`src/rtl/baw_pkg.sv`:
```
// Shared constants for the Black-and-White card ledger.
// Holds the hand size, the full-hand reset mask, the match_result encodings and
// the card colour rule (odd-numbered cards are black, even-numbered are white).
package baw_pkg;

  localparam int unsigned NUM_CARDS = 9;
  localparam int unsigned CNT_W     = 4;
  localparam int unsigned HAND_W    = 4;

  localparam logic [NUM_CARDS-1:0] FULL_HAND = 9'h1FF;

  localparam logic [1:0] MATCH_DRAW = 2'b00;
  localparam logic [1:0] MATCH_P1   = 2'b01;
  localparam logic [1:0] MATCH_P2   = 2'b10;

  // Colour rule: card k is black when k is odd.
  function automatic logic is_black(input int unsigned idx);
    return idx[0];
  endfunction

endpackage

```
`src/rtl/baw_colour_count.sv`:
```
// Colour tally for one player's hand.
// Ports:
//   mask_i  - remaining-card mask, bit k = card k still held
//   black_o - number of held odd (black) cards, zero-extended
//   white_o - number of held even (white) cards, zero-extended
module baw_colour_count
  import baw_pkg::*;
(
  input  logic [NUM_CARDS-1:0] mask_i,
  output logic [CNT_W-1:0]     black_o,
  output logic [CNT_W-1:0]     white_o
);

  logic [CNT_W-1:0] black_cnt;
  logic [CNT_W-1:0] white_cnt;

  always_comb begin
    black_cnt = '0;
    white_cnt = '0;
    for (int unsigned i = 0; i < NUM_CARDS; i++) begin
      if (is_black(i)) begin
        black_cnt = black_cnt + CNT_W'(mask_i[i]);
      end else begin
        white_cnt = white_cnt + CNT_W'(mask_i[i]);
      end
    end
  end

  assign black_o = black_cnt;
  assign white_o = white_cnt;

endmodule

```
`src/rtl/baw_card_ledger.sv`:
```
// Card ledger for both players of the Black-and-White game.
// Keeps each player's remaining-card mask, retires the cards selected by sel
// when that player's play strobe is high, and derives colour tallies plus the
// round winner from the two played hand values.
// Ports:
//   clk                - clock, state updates on rising edge
//   resetn             - synchronous reset, active-high; refills both hands
//   sel                - card-select mask, bit k = card k
//   p1_play / p2_play  - retire sel cards from that player this cycle
//   p1_hand / p2_hand  - card values played this round
//   p1_card / p2_card  - remaining-card masks (1 = still held)
//   p1_black/p1_white  - held black / white card counts, player 1
//   p2_black/p2_white  - held black / white card counts, player 2
//   match_result       - 01 p1 wins, 10 p2 wins, 00 draw
module baw_card_ledger
  import baw_pkg::*;
(
  input  logic                 clk,
  input  logic                 resetn,
  input  logic [NUM_CARDS-1:0] sel,
  input  logic                 p1_play,
  input  logic                 p2_play,
  input  logic [HAND_W-1:0]    p1_hand,
  input  logic [HAND_W-1:0]    p2_hand,
  output logic [NUM_CARDS-1:0] p1_card,
  output logic [NUM_CARDS-1:0] p2_card,
  output logic [CNT_W-1:0]     p1_black,
  output logic [CNT_W-1:0]     p1_white,
  output logic [CNT_W-1:0]     p2_black,
  output logic [CNT_W-1:0]     p2_white,
  output logic [1:0]           match_result
);

  logic [NUM_CARDS-1:0] p1_card_q, p1_card_d;
  logic [NUM_CARDS-1:0] p2_card_q, p2_card_d;

  // Clearing with AND-NOT makes repeated or already-retired selections harmless.
  always_comb begin
    p1_card_d = p1_card_q;
    p2_card_d = p2_card_q;
    if (p1_play) p1_card_d = p1_card_q & ~sel;
    if (p2_play) p2_card_d = p2_card_q & ~sel;
  end

  // resetn is active-high despite its name and overrides any play strobe.
  always_ff @(posedge clk) begin
    if (resetn) begin
      p1_card_q <= FULL_HAND;
      p2_card_q <= FULL_HAND;
    end else begin
      p1_card_q <= p1_card_d;
      p2_card_q <= p2_card_d;
    end
  end

  assign p1_card = p1_card_q;
  assign p2_card = p2_card_q;

  baw_colour_count u_p1_count (
    .mask_i  (p1_card_q),
    .black_o (p1_black),
    .white_o (p1_white)
  );

  baw_colour_count u_p2_count (
    .mask_i  (p2_card_q),
    .black_o (p2_black),
    .white_o (p2_white)
  );

  // Plain unsigned compare; out-of-range hand values are not saturated.
  always_comb begin
    match_result = MATCH_DRAW;
    if (p1_hand > p2_hand) begin
      match_result = MATCH_P1;
    end else if (p2_hand > p1_hand) begin
      match_result = MATCH_P2;
    end
  end

endmodule

```
`config.mk`:
```
export PLATFORM = sky130hd
export DESIGN_NAME = baw_card_ledger
export DESIGN_NICKNAME = d
export VERILOG_FILES = /design/src/rtl/baw_pkg.sv /design/src/rtl/baw_colour_count.sv /design/src/rtl/baw_card_ledger.sv
export SDC_FILE = /design/constraint.sdc
export NUM_CORES = 1
export LEC_CHECK = 0
export CORE_AREA = 3 3 46 69
export CTS_CLUSTER_SIZE = 12
export DETAILED_ROUTE_END_ITERATION = 10
export DIE_AREA = 0 0 49 72
export GPL_ROUTABILITY_DRIVEN = 0
export PLACE_DENSITY = 0.8
export SETUP_SLACK_MARGIN = 0.4
export SLEW_MARGIN = 10
export SYNTH_ARGS = -nofsm -noshare
export SYNTH_HDL_FRONTEND = slang
export SYNTH_SLANG_ARGS = --single-unit
```
`constraint.sdc`:
```
create_clock -name clk -period 3.3 [get_ports clk]
set_input_delay 0.495 -clock clk [delete_from_list [all_inputs] [get_ports clk]]
set_output_delay 0.495 -clock clk [all_outputs]
set_load 0.01 [all_outputs]
```
==> summary.md, run 1 <==
| Metric | Value |
|---|---|
| Avg Inst Size Synth | 9.83 um^2 |
| Synthesized area | 1000 um^2 |
| Setup TNS | 0 ns |
| Worst Setup End Kind | primary output |
| Hold depth | 1 |
| Post-DP HPWL | between 1500 and 2000 um |
| Hold Vio Cnt, Final | 0 |
| Worst r2r path cells | 1 |
| Final std cells w/o fill | 189 |
| CP max stage delay | between 0.4 and 0.5 ns |
| Initial Utilization | 0.374 |
| Worst EP required | approximately 2.8 ns |
| Clk root buf | clkbuf_8 |
| VDD IR max | between 200 and 250 uV |
| Die area | 3530 um^2 |
| Routed WL per cell | roughly 12 um |
| Worst path depth | 7 |
| Final max-slew violation count | 0 |
| Post-synth top area share | 0.360 |
| Worst-Skew Late Latency | 0.24 ns |
| CTS HTree Levels | 1 |
| TritonCTS clock tree | built |
| Core area | 2680 um^2 |
| Static Leak | between 0.7 and 0.8 nW |
| N_diodes | 0 |
| Hold Path Class | flip-flop to flip-flop |
| CP Cell Sequence | ha_1 > inv_1 > fa_1 > inv_1 > ha_1 > fa_1 > clkdlybuf4s15_1 |
| F_max | between 300 and 400 MHz |
| CTS Buf Count | 3 |
| Status | finished, final reports clean |
| Final Critical Period | about 2.8 ns |
| Syn. warnings | 0 |
| Slew Limit Headroom | 0.551 |
| Routed Antenna Nets | 0 |
| Crit-path max FO | 3 |
| Final clock skew | 0 ns |
| Synth cell types | 15 |
| Fin crit share | 0.848 |
| Top-level I/O count | 57 |
| All-Layer GR Usage | 0.145 |
| Hold_buf cts | 0 |
| First-pass GRT wire length | 3990 um |
| Layout area overhead | 53.9% |
| Pwr Density | 416 nW/um^2 |
| Clock slew at reported path FFs | 0.06 ns |
| Total grt overflow | 0 |
| Setup-failing EPs final | 0 |
| Layout cells sized above 1 | 0.0263 |
| Cell family with most CP delay | adder cells |
| Inst Count DP | between 150 and 200 |
| Worst path slowest cell | fa_1 |
| CP Class | flip-flop to primary output |
| Post-Syn Instances | between 100 and 150 |
| Unrepaired setup endpoints after global routing | false |
| Chip height | slightly above 70 um |
| Measured slew at the worst slew-check pin | 0.672 ns |
| DRT iter0 DRCs | 16 |
| Post-CTS Setup Bufs | 0 |
| Ranking of synthesized cells by area | dfxtp_1, ha_1, a21o_1 |
| Vias in the first global route | 935 |
| Via density | 4.56 |
| Max clock buf depth | 2 |
| Die W | 49 um |
| Critical path buffers and inverters | 3 |
| Via count | 862 |
| Seq cells post-synth | 18 |
| Startpoint Class | flip-flop |
| Drt first pass iters | 5 |
| Critical Path AT | 2.30 ns |
| IO buf count | between 50 and 60 |
| Total Wirelength | between 2000 and 2500 um |
| # rows | 23 |
| Largest net degree at the start of global routing | 19 |
| Nets | about 190 |
| Area leader, netlist | dfxtp_1 |
| Seq/Total Area, Yosys | 0.360 |
| # clock sinks | 18 |
| Post-route DRC | 0 |
| Antenna violations before repair | 0 |
| Max cap viols | 0 |
==> path summary, 6_finish.rpt <==
path | start | end | slack [ns]
setup / recovery | p1_card[0]$_SDFFE_PP1P_ | p1_white[1] | 0.50
hold / removal | p1_card[8]$_SDFFE_PP1P_ | p1_card[8]$_SDFFE_PP1P_ | 0.48
setup reg to reg | p1_card[5]$_SDFFE_PP1P_ | p1_card[5]$_SDFFE_PP1P_ | 2.70
hold reg to reg | p1_card[8]$_SDFFE_PP1P_ | p1_card[8]$_SDFFE_PP1P_ | 0.48
==> flip-flops by register name, summed over array words and instances (netlist names) <==
register,count
p1_card,9
p2_card,9
==> what timing repair did <==
item / CTS / global route
resized for setup: 4 / 3
pin swaps: 0 / 0
setup endpoints to repair: 4 / 2
gates cloned: 0 / 0
==> power by group <==
part | leakage [nW] | switching (mW) | internal [mW]
logic | 0.562 | 0.106 | 0.147
registers | 0.150 | 0.0130 | 0.233
clock network | 0.0216 | 0.0619 | 0.0807
==> cells by family after synthesis <==
logic type	after synthesis	share of synthesized area
buffers and inverters	22	0.124
AND/OR/NAND/NOR	22	0.0874
AO/OA/AOI/OAI	21	0.156
adder cells (fa/ha/maj)	18	0.270
flip-flops	18	0.360
other	1	0.00374
==> routing by layer <==
metal / vias to the layer above / GRT usage / wire, um
li1: 417 / - / -
met1: 400 / 0.150 / 869
met2: 41 / 0.278 / 1270
met3: 4 / 0.0308 / 145
met4: 0 / 0.0633 / 20
met5: - / 0 / 0
==> cell usage after synthesis <==
cell type	instances
a21o_1	18
a21oi_1	1
a2bb2oi_1	1
and2_1	1
buf_4	6
buf_6	1
buf_8	1
conb_1	1
dfxtp_1	18
fa_1	6
ha_1	12
inv_1	14
nand2_1	20
nor2b_1	1
o21bai_1	1
==> cell usage in the layout, fill, tap and decap left out <==
| cell type | Yosys | routed |
|---|---|---|
| clkdlybuf4s50_1 | 0 | 48 |
| nand2_1 | 20 | 20 |
| a21o_1 | 18 | 18 |
| dfxtp_1 | 18 | 18 |
| inv_1 | 14 | 14 |
| ha_1 | 12 | 12 |
| fa_1 | 6 | 6 |
| conb_1 | 1 | 4 |
| clkbuf_8 | 0 | 3 |
| dlygate4sd2_1 | 0 | 2 |
| nor2b_1 | 1 | 1 |
| o21bai_1 | 1 | 1 |
| a21oi_1 | 1 | 1 |
| and2_1 | 1 | 1 |
| a2bb2oi_1 | 1 | 1 |
| clkdlybuf4s15_1 | 0 | 1 |
| clkbuf_2 | 0 | 1 |
==> cell type report <==
| class | count | area (um^2) |
|---|---|---|
| Multi-Input combinational cell | 65 | 529 |
| Sequential cell | 18 | 360 |
| Clock buffer | 3 | 41.3 |
| Inverter | 14 | 52.6 |
| Fill cell | 252 | 1130 |
| Timing Repair Buffer | 52 | 513 |
| Tap cell | 37 | 46.3 |
==> per-stage QoR <==
stage                     total power [mW]  area, um^2  setup slack, ns  hold WS (ns)   util
after floorplan                      0.381        1010            0.958         0.516      -
after global placement               0.514        1510            0.512         0.462  0.564
after detailed placement             0.522        1510            0.441         0.473  0.564
after CTS                            0.657        1550            0.444         0.488  0.577
after global routing                 0.694        1540            0.417         0.503  0.576
final                                0.641        1540            0.503         0.479  0.576
Power figures use the tool's default switching activity.
==> run 2, diff against run 1 <==
--- a/config.mk
+++ b/config.mk
@@ -5,12 +5,12 @@
 export SDC_FILE = /design/constraint.sdc
 export NUM_CORES = 1
 export LEC_CHECK = 0
-export CORE_AREA = 3 3 46 69
+export CORE_AREA = 3 3 47 70
 export CTS_CLUSTER_SIZE = 12
 export DETAILED_ROUTE_END_ITERATION = 10
-export DIE_AREA = 0 0 49 72
+export DIE_AREA = 0 0 50 73
 export GPL_ROUTABILITY_DRIVEN = 0
-export PLACE_DENSITY = 0.8
+export PLACE_DENSITY = 0.78
 export SETUP_SLACK_MARGIN = 0.4
 export SLEW_MARGIN = 10
 export SYNTH_ARGS = -nofsm -noshare
==> constraint.sdc (replaced) <==
create_clock -name clk -period 2.8 [get_ports clk]
set_input_delay 0.42 -clock clk [delete_from_list [all_inputs] [get_ports clk]]
set_output_delay 0.42 -clock clk [all_outputs]
set_load 0.01 [all_outputs]
==> summary.md, run 2 (synthesized netlist as in run 1, its figures left out) <==
| Metric | Value |
|---|---|
| Die W | 50 um (was 49 um) |
| Fin crit share | 0.923 |
| Pwr Density | 500 nW/um^2 (was 416 nW/um^2) |
| Layout cells sized above 1 | 0.148 (was 0.0263) |
| Measured slew at the worst slew-check pin | 0.618 ns (was 0.672 ns) |
| Sequential power share | 0.366 (was 0.384) |
| Internal | 570 uW (was 461 uW) |
| Final max-slew violation count | 0 (unchanged) |
| Clk root buf | clkbuf_8 (unchanged) |
| Die area | 3650 um^2 (was 3530 um^2) |
| Startpoint Class | flip-flop (unchanged) |
| Worst EP required | 2.38 ns (was 2.80 ns) |
| CP Cell Sequence | ha_4 > inv_1 > fa_1 > inv_1 > ha_2 > fa_1 > buf_2 (was ha_1 > inv_1 > fa_1 > inv_1 > ha_1 > fa_1 > clkdlybuf4s15_1) |
| Slew Limit Headroom | 0.587 (was 0.551) |
| Post-route DRC | 0 (unchanged) |
| Switching power | 226 uW (was 180 uW) |
| DRT iter0 DRCs | 15 (was 16) |
| Clock share of power | 0.257 (was 0.222) |
| All-Layer GR Usage | 0.135 (was 0.145) |
| Hold Path Class | flip-flop to flip-flop (unchanged) |
| Clock slew at reported path FFs | 0.06 ns (about the same) |
| Most common cell after layout, fill and taps aside | clkdlybuf4s50_1 (unchanged) |
| Switching Fraction | 0.284 (was 0.281) |
| Chip height | 73 um (was 72 um) |
| IO buf count | 52 (unchanged) |
| Post-DP HPWL | 1960 um (was 2000 um) |
| Setup TNS | 0 ns (unchanged) |
| Via density | 4.47 (was 4.56) |
| VDD IR max | 407 uV (was 218 uV) |
| Critical path buffers and inverters | 3 (unchanged) |
| CTS Buf Count | 3 (unchanged) |
| Layout area overhead | 58.9% (was 53.9%) |
| Hold Vio Cnt, Final | 0 (unchanged) |
| CTS HTree Levels | 1 (unchanged) |
| Crit-path max FO | 3 (unchanged) |
| Routed Antenna Nets | 0 (unchanged) |
| Top-level I/O count | 57 (unchanged) |
| CP Class | flip-flop to primary output (unchanged) |
| Total Wirelength | 2310 um (about the same) |
| Worst Setup End Kind | primary output (unchanged) |
| # clock sinks | 18 (unchanged) |
| Hold_buf cts | 0 (unchanged) |
| Most frequent cells in the layout | clkdlybuf4s50_1, nand2_1, a21o_1 (was clkdlybuf4s50_1, nand2_1, a21o_1, dfxtp_1, inv_1) |
| Critical Path AT | 2.16 ns (was 2.30 ns) |
| Cell family with most CP delay | adder cells (unchanged) |
| Nets | 195 (was 193) |
| First-pass GRT wire length | 3870 um (was 3990 um) |
| Worst-Skew Late Latency | 0.24 ns (about the same) |
| Final clock skew | 0 ns (unchanged) |
| Via count | 859 (was 862) |
| Unrepaired setup endpoints after global routing | true (was false) |
| Final std cells w/o fill | 192 (was 189) |
| Total grt overflow | 0 (unchanged) |
| Max cap viols | 0 (unchanged) |
| TritonCTS clock tree | built (unchanged) |
| Final hold slack | 0.482 ns (was 0.479 ns) |
| CP max stage delay | 0.48 ns (about the same) |
| Logic gate share of total power | 0.377 (was 0.394) |
| # rows | 23 (unchanged) |
| Largest net degree at the start of global routing | 19 (unchanged) |
| Final Critical Period | 2.58 ns |
| Inst Count DP | 186 (unchanged) |
| F_max | about 390 MHz |
| N_diodes | 0 (unchanged) |
| Max clock buf depth | 2 (unchanged) |
| Worst path slowest cell | fa_1 (unchanged) |
| Routed WL per cell | 12.0 um (was 12.2 um) |
| Antenna violations before repair | 0 (unchanged) |
| Initial Utilization | 0.367 (was 0.374) |
| Core area | 2730 um^2 (was 2680 um^2) |
| Static Leak | 0.764 nW (was 0.734 nW) |
| Vias in the first global route | 959 (was 935) |
| Setup-failing EPs final | 0 (unchanged) |
| Drt first pass iters | 3 (was 5) |
| Status | finished, final reports clean (unchanged) |
[run 2: changes by cell type in the layout (fill, tap and decap cells not counted), sizes merged]
cell / change
dlygate4sd2: +1
clkdlybuf4s50: -7
dlymetal6s2s: +1
clkdlybuf4s15: -1
buf: +6
clkbuf: +3
[run 2: area by class of cell]
| cell class | instances | area [um^2] |
|---|---|---|
| clock buffer | 4 | 55.1 |
| fill | 250 | 1140 |
| inverter | 14 | 52.6 |
| multi-input combinational | 65 | 562 |
| sequential | 18 | 365 |
| tap | 37 | 46.3 |
| timing repair buffer | 54 | 512 |
[run 2: through the flow]
stage / instance area [um^2] / setup WS, ns / util / power, mW
after floorplan: 1010 / 0.533 / - / 0.448
after global placement: 1510 / 0.0895 / 0.552 / 0.604
after detailed placement: 1510 / 0.0345 / 0.552 / 0.616
after CTS: 1580 / 0.179 / 0.578 / 0.799
after global routing: 1590 / 0.128 / 0.583 / 0.852
final: 1590 / 0.216 / 0.583 / 0.796
[run 2: timing repair]
item / 4_1_cts / 5_1_grt
hold endpoints to repair: 0 / 0
pin swaps: 0 / 1
buffers inserted: 2 / 0
endpoints found under the setup margin: 10 / 8
gates resized for setup: 31 / 10
[run 2: power by group through the flow]
stage | Sequential (mW) | Clock [mW] | Combinational (mW)
3_5_place_dp | 0.296 | 0 | 0.320
2_1_floorplan | 0.302 | 0 | 0.147
5_1_grt | 0.295 | 0.223 | 0.334
6_report | 0.292 | 0.205 | 0.300
4_1_cts | 0.291 | 0.211 | 0.297
3_3_place_gp | 0.295 | 0 | 0.309
[run 2: final timing paths]
kind | from | end | slack [ns] | cells past startpoint
setup / recovery | p2_card[2]$_SDFFE_PP1P_ | p2_white[1] | 0.22 | 7
hold / removal | p1_card[4]$_SDFFE_PP1P_ | p1_card[4]$_SDFFE_PP1P_ | 0.48 | 1
setup reg to reg | p1_card[0]$_SDFFE_PP1P_ | p1_card[0]$_SDFFE_PP1P_ | 2.08 | 2
hold reg to reg | p1_card[4]$_SDFFE_PP1P_ | p1_card[4]$_SDFFE_PP1P_ | 0.48 | 1
[run 2: layer usage]
layer,vias up,global-route usage,part of all wire
met2,39,0.272,0.56
met1,399,0.122,0.35
met4,0,0.0462,0.0052
met3,2,0.0429,0.083
li1,419,-,-
met5,-,0,0
